**config.mk**
```make
export PLATFORM = sky130hd
export DESIGN_NAME = alu_seq_ctrl
export DESIGN_NICKNAME = d
export VERILOG_FILES = /design/src/rtl/alu_seq_ctrl.sv
export SDC_FILE = /design/constraint.sdc
export NUM_CORES = 1
export LEC_CHECK = 0
export BUFFER_PORTS_ARGS = -buffer_cell sky130_fd_sc_hd__buf_2
export CAP_MARGIN = 20
export CORE_MARGIN = 2
export CORE_UTILIZATION = 50
export DETAILED_ROUTE_END_ITERATION = 6
export PLACE_DENSITY = 0.95
export SYNTH_ARGS = -nofsm -noshare
export SYNTH_HDL_FRONTEND = slang
export SYNTH_SLANG_ARGS = --single-unit
```
**constraint.sdc**
```tcl
create_clock -name clk -period 3.4 [get_ports clk]
set_clock_uncertainty 0.1 [all_clocks]
set_input_delay 0.34 -clock clk [delete_from_list [all_inputs] [get_ports clk]]
set_output_delay 0.34 -clock clk [all_outputs]
set_load 0.1 [all_outputs]
```
**src/rtl/alu_seq_ctrl.sv**
```systemverilog
// alu_seq_ctrl: multi-cycle RV32I control sequencer for the ALU datapath.
// Accepts one instruction per handshake, walks it through
// DECODE/EXEC/MEM/WB and drives the ALU op, operand select,
// immediate and datapath strobes.
module alu_seq_ctrl (
    input  logic        clk,
    input  logic        rst_n,
    input  logic [31:0] instr,
    input  logic        instr_valid,
    output logic        instr_ready,
    input  logic        alu_zero,
    input  logic        mem_ready,
    output logic [3:0]  alu_op,
    output logic        alu_src_imm,
    output logic [31:0] imm,
    output logic        mem_read,
    output logic        mem_write,
    output logic        mem_to_reg,
    output logic        reg_write,
    output logic        pc_write,
    output logic        branch_taken,
    output logic        done,
    output logic        illegal
);

    localparam logic [3:0] ALU_AND = 4'b0000;
    localparam logic [3:0] ALU_OR  = 4'b0001;
    localparam logic [3:0] ALU_ADD = 4'b0010;
    localparam logic [3:0] ALU_SUB = 4'b0110;

    localparam logic [6:0] OP_R   = 7'b0110011;
    localparam logic [6:0] OP_I   = 7'b0010011;
    localparam logic [6:0] OP_LW  = 7'b0000011;
    localparam logic [6:0] OP_SW  = 7'b0100011;
    localparam logic [6:0] OP_BEQ = 7'b1100011;

    typedef enum logic [2:0] {
        S_IDLE,
        S_DECODE,
        S_EXEC,
        S_MEM,
        S_WB
    } state_t;

    state_t      state_reg, state_next;
    logic [31:0] instr_reg;

    logic [6:0]  opcode;
    logic [2:0]  funct3;
    logic [6:0]  funct7;
    logic        dec_r, dec_i, dec_lw, dec_sw, dec_beq, dec_legal;
    logic [3:0]  dec_alu_op;
    logic        dec_src_imm;

    // The rs1 field never influences control; fold it away explicitly.
    logic        unused_rs1;
    assign unused_rs1 = ^instr_reg[19:15];

    assign opcode = instr_reg[6:0];
    assign funct3 = instr_reg[14:12];
    assign funct7 = instr_reg[31:25];

    // Instruction class decode of the latched word.
    always_comb begin
        dec_r   = (opcode == OP_R) &&
                  (((funct3 == 3'b000) && ((funct7 == 7'b0000000) || (funct7 == 7'b0100000))) ||
                   ((funct3 == 3'b110) && (funct7 == 7'b0000000)) ||
                   ((funct3 == 3'b111) && (funct7 == 7'b0000000)));
        dec_i   = (opcode == OP_I) &&
                  ((funct3 == 3'b000) || (funct3 == 3'b110) || (funct3 == 3'b111));
        dec_lw  = (opcode == OP_LW)  && (funct3 == 3'b010);
        dec_sw  = (opcode == OP_SW)  && (funct3 == 3'b010);
        dec_beq = (opcode == OP_BEQ) && (funct3 == 3'b000);
        dec_legal   = dec_r | dec_i | dec_lw | dec_sw | dec_beq;
        dec_src_imm = dec_i | dec_lw | dec_sw;
    end

    // ALU operation for the latched instruction; beq compares by subtracting.
    always_comb begin
        dec_alu_op = ALU_ADD;
        if (dec_beq || (dec_r && (funct3 == 3'b000) && funct7[5])) begin
            dec_alu_op = ALU_SUB;
        end else if ((dec_r || dec_i) && (funct3 == 3'b110)) begin
            dec_alu_op = ALU_OR;
        end else if ((dec_r || dec_i) && (funct3 == 3'b111)) begin
            dec_alu_op = ALU_AND;
        end
    end

    // Sign-extended immediate selected by instruction format.
    always_comb begin
        imm = 32'd0;
        case (opcode)
            OP_I, OP_LW: imm = {{20{instr_reg[31]}}, instr_reg[31:20]};
            OP_SW:       imm = {{20{instr_reg[31]}}, instr_reg[31:25], instr_reg[11:7]};
            OP_BEQ:      imm = {{19{instr_reg[31]}}, instr_reg[31], instr_reg[7],
                                instr_reg[30:25], instr_reg[11:8], 1'b0};
            default:     imm = 32'd0;
        endcase
    end

    // State register and instruction latch; the latch loads only on handshake.
    always_ff @(posedge clk or negedge rst_n) begin
        if (!rst_n) begin
            state_reg <= S_IDLE;
            instr_reg <= 32'd0;
        end else begin
            state_reg <= state_next;
            if ((state_reg == S_IDLE) && instr_valid) begin
                instr_reg <= instr;
            end
        end
    end

    // Next-state and output decode; ALU controls persist from EXEC to retirement.
    always_comb begin
        state_next   = state_reg;
        instr_ready  = 1'b0;
        alu_op       = ALU_AND;
        alu_src_imm  = 1'b0;
        mem_read     = 1'b0;
        mem_write    = 1'b0;
        mem_to_reg   = 1'b0;
        reg_write    = 1'b0;
        pc_write     = 1'b0;
        branch_taken = 1'b0;
        done         = 1'b0;
        illegal      = 1'b0;
        case (state_reg)
            S_IDLE: begin
                instr_ready = 1'b1;
                if (instr_valid) begin
                    state_next = S_DECODE;
                end
            end
            S_DECODE: begin
                if (!dec_legal) begin
                    done       = 1'b1;
                    illegal    = 1'b1;
                    state_next = S_IDLE;
                end else begin
                    state_next = S_EXEC;
                end
            end
            S_EXEC: begin
                alu_op      = dec_alu_op;
                alu_src_imm = dec_src_imm;
                if (dec_beq) begin
                    branch_taken = alu_zero;
                    pc_write     = 1'b1;
                    done         = 1'b1;
                    state_next   = S_IDLE;
                end else if (dec_lw || dec_sw) begin
                    state_next = S_MEM;
                end else begin
                    state_next = S_WB;
                end
            end
            S_MEM: begin
                alu_op      = dec_alu_op;
                alu_src_imm = dec_src_imm;
                mem_read    = dec_lw;
                mem_write   = dec_sw;
                if (mem_ready) begin
                    if (dec_sw) begin
                        pc_write   = 1'b1;
                        done       = 1'b1;
                        state_next = S_IDLE;
                    end else begin
                        state_next = S_WB;
                    end
                end
            end
            S_WB: begin
                alu_op      = dec_alu_op;
                alu_src_imm = dec_src_imm;
                reg_write   = 1'b1;
                mem_to_reg  = dec_lw;
                pc_write    = 1'b1;
                done        = 1'b1;
                state_next  = S_IDLE;
            end
            default: state_next = S_IDLE;
        endcase
    end

endmodule

```
### After elaboration in Yosys (flattened, before gate mapping)

Index checks and enable logic that the tools add are counted.

* eq/ne operators: 15
* mux-type cells: 27
* bitwise gates (word level): 6
* reduce and logical (&&, ||, !) cells: 27

Operators by type and width (count)
* 32-bit one-hot mux with 3 select lines: 1
* 7-bit by 6-bit == test with 1-bit output, second input constant: 3
* 3-bit two-way mux: 7
* 1-bit logical AND: 13
* 1-bit two-way mux: 13
* 3-bit one-hot mux with 4 select lines: 1
* 3-bit by 2-bit == test with 1-bit output, second input constant: 3
* 3-bit == test, second input constant: 3
* 1-bit logical OR: 8
* 7-bit by 2-bit == test with 1-bit output, second input constant: 1
* 7-bit by 5-bit == test with 1-bit output, second input constant: 1
* 7-bit == test, second input constant: 1
* 7-bit zero test: 1
* 3-bit zero test: 2
* 2-bit two-way mux: 3
* 1-bit OR: 6
* 2-bit != test, second input constant: 2
* 1-bit one-hot mux with 4 select lines: 1
* 3-bit by 1-bit == test with 1-bit output, second input constant: 1
* 1-bit one-hot mux with 3 select lines: 1
* 3-bit OR reduction: 1
* 2-bit AND reduction: 1
* 2-bit OR reduction: 1

* register bits after elaboration: 35
* input bits: 37
* output and inout bits: 46
* logic and storage cells: 77

### Logic depth before layout (Yosys ltp)

* word-level depth: 12
* mapped depth: 7
* depth with buffers taken out: 5

### Least setup slack after synthesis

No wires, ideal clock.

* kind: reg-to-output
* start: register state_reg[0]
* end: output port alu_op[0]
* arrival: 6.381 ns
* required time: 2.960 ns
* setup slack: -3.421 ns
* cell stages (with the launch flop): 5
* buffers on the path: 1
* cells stage by stage: dfrtp_1 > buf_2 > nor3b_1 > nor2_1 > nor4b_1

* cells in the longest elaborated chain, start to end: 3
* elaborated cells on any way between the ends: 5
* those cells by class: 3 x eq/ne; 1 x mux; 1 x reduce/logical

RTL lines
* start, declared: RTL line 45 `state_t state_reg, state_next;`
* start signal, assigned: RTL line 108 `state_reg <= state_next;`
* 3-bit by 2-bit == test with 1-bit output / 3-bit == test (equally long branches): RTL line 129 `case (state_reg)`
* 3-bit OR reduction (no source line) (*)
* 3-bit two-way mux (*): RTL line 129
* end, declared: RTL line 13 `output logic [3:0] alu_op,`

Mark *: on every way between the ends. The rest lies on a longest branch, timed or not.

### Worst setup path in the final report

* start: register instr_reg[2]
* end: output port imm[23]

* cells in the longest elaborated chain, start to end: 3
* elaborated cells on any way between the ends: 6
* those cells by class: 4 x eq/ne; 1 x mux; 1 x reduce/logical

RTL lines
* start, declared: RTL line 46 `logic [31:0] instr_reg;`
* start signal, assigned: RTL line 110 `instr_reg <= instr;`
* 7-bit by 5-bit == test with 1-bit output / 7-bit by 2-bit == test with 1-bit output (equally long branches): RTL line 93 `case (opcode)`
* 2-bit OR reduction: RTL line 93
* 32-bit one-hot mux with 3 select lines (*): RTL line 93
* end, declared: RTL line 15 `output logic [31:0] imm,`

Marks and branches as above.

==> results.cfg <==
[setup_path]
start_kind = flip-flop
cp_max_fo = 20
cp.arrival_ps = 2770
r2r-start = state_reg[0]
crit_path_end_kind = output port
worstSetupPathType = flip-flop to output port
crit_end = imm[23]
r2r-end = instr_reg[9]
rrSetupSlack_ps = 1590
cp.required_ps = 2960
cp-startpoint = instr_reg[2]
rr_worst_depth = 4

[cts]
htree_num_levels = 2
clockBufferDepth = 2
path_clk_slew_ps = 110
cts-buffers-inserted = 5
post-cts-setup-buffers = 0
clkLatencyLatePin_ps = 330
cts_root_buf = clkbuf_4
cts_tree = built
clock-sinks = 30

[sta]
worst_pin_slew_ps = 660
rsz0062_at_grt = true
drv_slew = 0
max_freq_ghz = 0.311
hold_viol_final = 0
slew_headroom_pct = 56.0
finalSetupViolCount = 0
fin_crit_sh_pct = 94.5
post-route-min-period_ps = 3210
tns_ps = 0

[global_routing]
antenna_found_initial = 0
overflow = 0
grt.total_usage_pct = 20.4
grt_pass1_vias = 1341
grt_max_degree = 31
grt_pass1_wl_mm = 6.32

[final_layout]
layout.nets = 254
synthToLayoutAreaGrowth_pct = 20.7
diodes = 0
final-seq-area_um2 = 751
num-fill-cells = 319
fin_cells = 264
multi_input_area_um2 = 868
largest_register_ffs = 27
drive_gt1_share_pct = 56.4

[yosys]
syn-cell-area_um2 = 1780
avgSynthCellArea_um2 = 11.2
synth-seq-cells = 30
synth.distinct_cells = 39
ys_warn_count = 0
synth_edf_count = 0
syn_inst = 158
synth_largest_area_cell = dfrtp_1
synth-main-ff-cell = dfrtp_1
synth_nets = 195
seq_area_frac_synth_pct = 42.3
synth_top_area_share_pct = 42.3
synthArstFlopShare_pct = 100
ys_top_cells_by_area = dfrtp_1 (42%), mux2_2 (13%), buf_4 (8.5%), mux2_1 (3.8%), nor2b_1 (3.5%)

[floorplanning]
core_area_um2 = 3360
die_w_um = 63.6
io_pins = 83
initial_core_util_pct = 52.8
fp-row-count = 21
die_h_um = 63.6
die_area_um2 = 4050

[routing]
routedWlPerCell_um = 14.5
drcViolationCount = 0
viasPerCell = 5.15
drt-total-wl_mm = 3.83
postRouteAntennaNets = 0
drtIter0Drc = 58
via_count = 1360
first_pass_iters = 4

[min_path]
worstHoldPathType = input pin to flip-flop

[placement]
dp.cells = 255
gp_congestion = 0.831
port_buffers = 76
place.detailed.hpwl_mm = 2.84

[status]
status = complete, no violations

[power_and_ir_drop]
powerDensity_nw_per_um2 = 460
leakage_uw = 0.00110
power.total_uw = 986
ir_drop_mv = 0.329

[job]
cap_violations = 0
synth_stat cells (4+ instances only):
library cell and number:
a21oi_1 5, a22o_1 4, buf_4 20, buf_6 4
dfrtp_1 30, mux2_1 6, mux2_2 21, nand2_1 6
nor2_1 8, nor2b_1 10
metal layers:
metal | track usage (%) | wire length (um) | vias up
li1 | - | - | 661
met1 | 25.6 | 1610 | 645
met2 | 32.8 | 1910 | 48
met3 | 7.50 | 258 | 6
met4 | 6.25 | 51 | 0
met5 | 0 | 0 | -
cells by family after synthesis:
kind of cell	synth area share [%]
DFF	42.3
muxes	17.1
and+or+nand+nor	20.2
buffers and inverters	11.8
AOI/OAI and AO/OA	8.45
other	0.211
power by group:
part | internal (uW) | switching (uW) | total [uW]
Clock | 99.3 | 130 | 229
Combinational | 99.2 | 195 | 294
Sequential | 409 | 53.9 | 463
Total | 608 | 379 | 986
worst max-delay path, stage by stage (launching register included):
cell      delay (ps)
dfrtp_1          400
and4bb_2         350
nand2b_1         210
nor2_2           380
nor2_2           150
nor2b_2          430
buf_2            520
layout make-up:
class	instances	share of cell area [%]
sequential	30	35.0
inverter	1	0.175
timing repair buffer	78	18.7
tap	46	2.68
multi-input combinational	101	40.5
clock buffer	6	2.39
clock inverter	2	0.583
stage by stage:
stage	util (%)	hold WS, ps	area, um2	worst slack (ps)
6_report	63.8	113	2140	188
5_1_grt	63.8	96.2	2140	-17.9
4_1_cts	63.7	107	2140	178
3_5_place_dp	61.5	306	2070	571
3_3_place_gp	61.5	299	2070	657
2_1_floorplan	-	-55.6	1830	114
cell usage in the layout (no fill, tap or decap), drive strengths merged, types with 3 or more instances in the layout:
cell / synthesis / layout
and2: 4 / 4
nor4b: 4 / 4
dfrtp: 30 / 30
nor2b: 10 / 10
nor2: 10 / 10
nand2: 6 / 6
buf: 26 / 76
a22o: 4 / 4
clkbuf: 0 / 7
a21oi: 5 / 5
nor3: 4 / 4
mux2: 27 / 27
nand2b: 3 / 3
what timing repair did:
action | in CTS | in global routing
gates resized for setup | 0 | 1
hold buffers | 1 | 0
endpoints found under the setup margin | 0 | 20
hold endpoints to repair | 30 | 0
worst min path at each step:
stage,start,to,slack (ps),cells past startpoint
6_report,instr[5],instr_reg[5],110,2
5_1_grt,instr[5],instr_reg[5],100,2
4_1_cts,instr[5],instr_reg[5],110,2
3_5_place_dp,rst_n,state_reg[2],310,1
3_3_place_gp,rst_n,state_reg[2],300,1
2_1_floorplan,rst_n,instr_reg[0],-60,0
No activity file was read; power rests on OpenSTA's default activity.
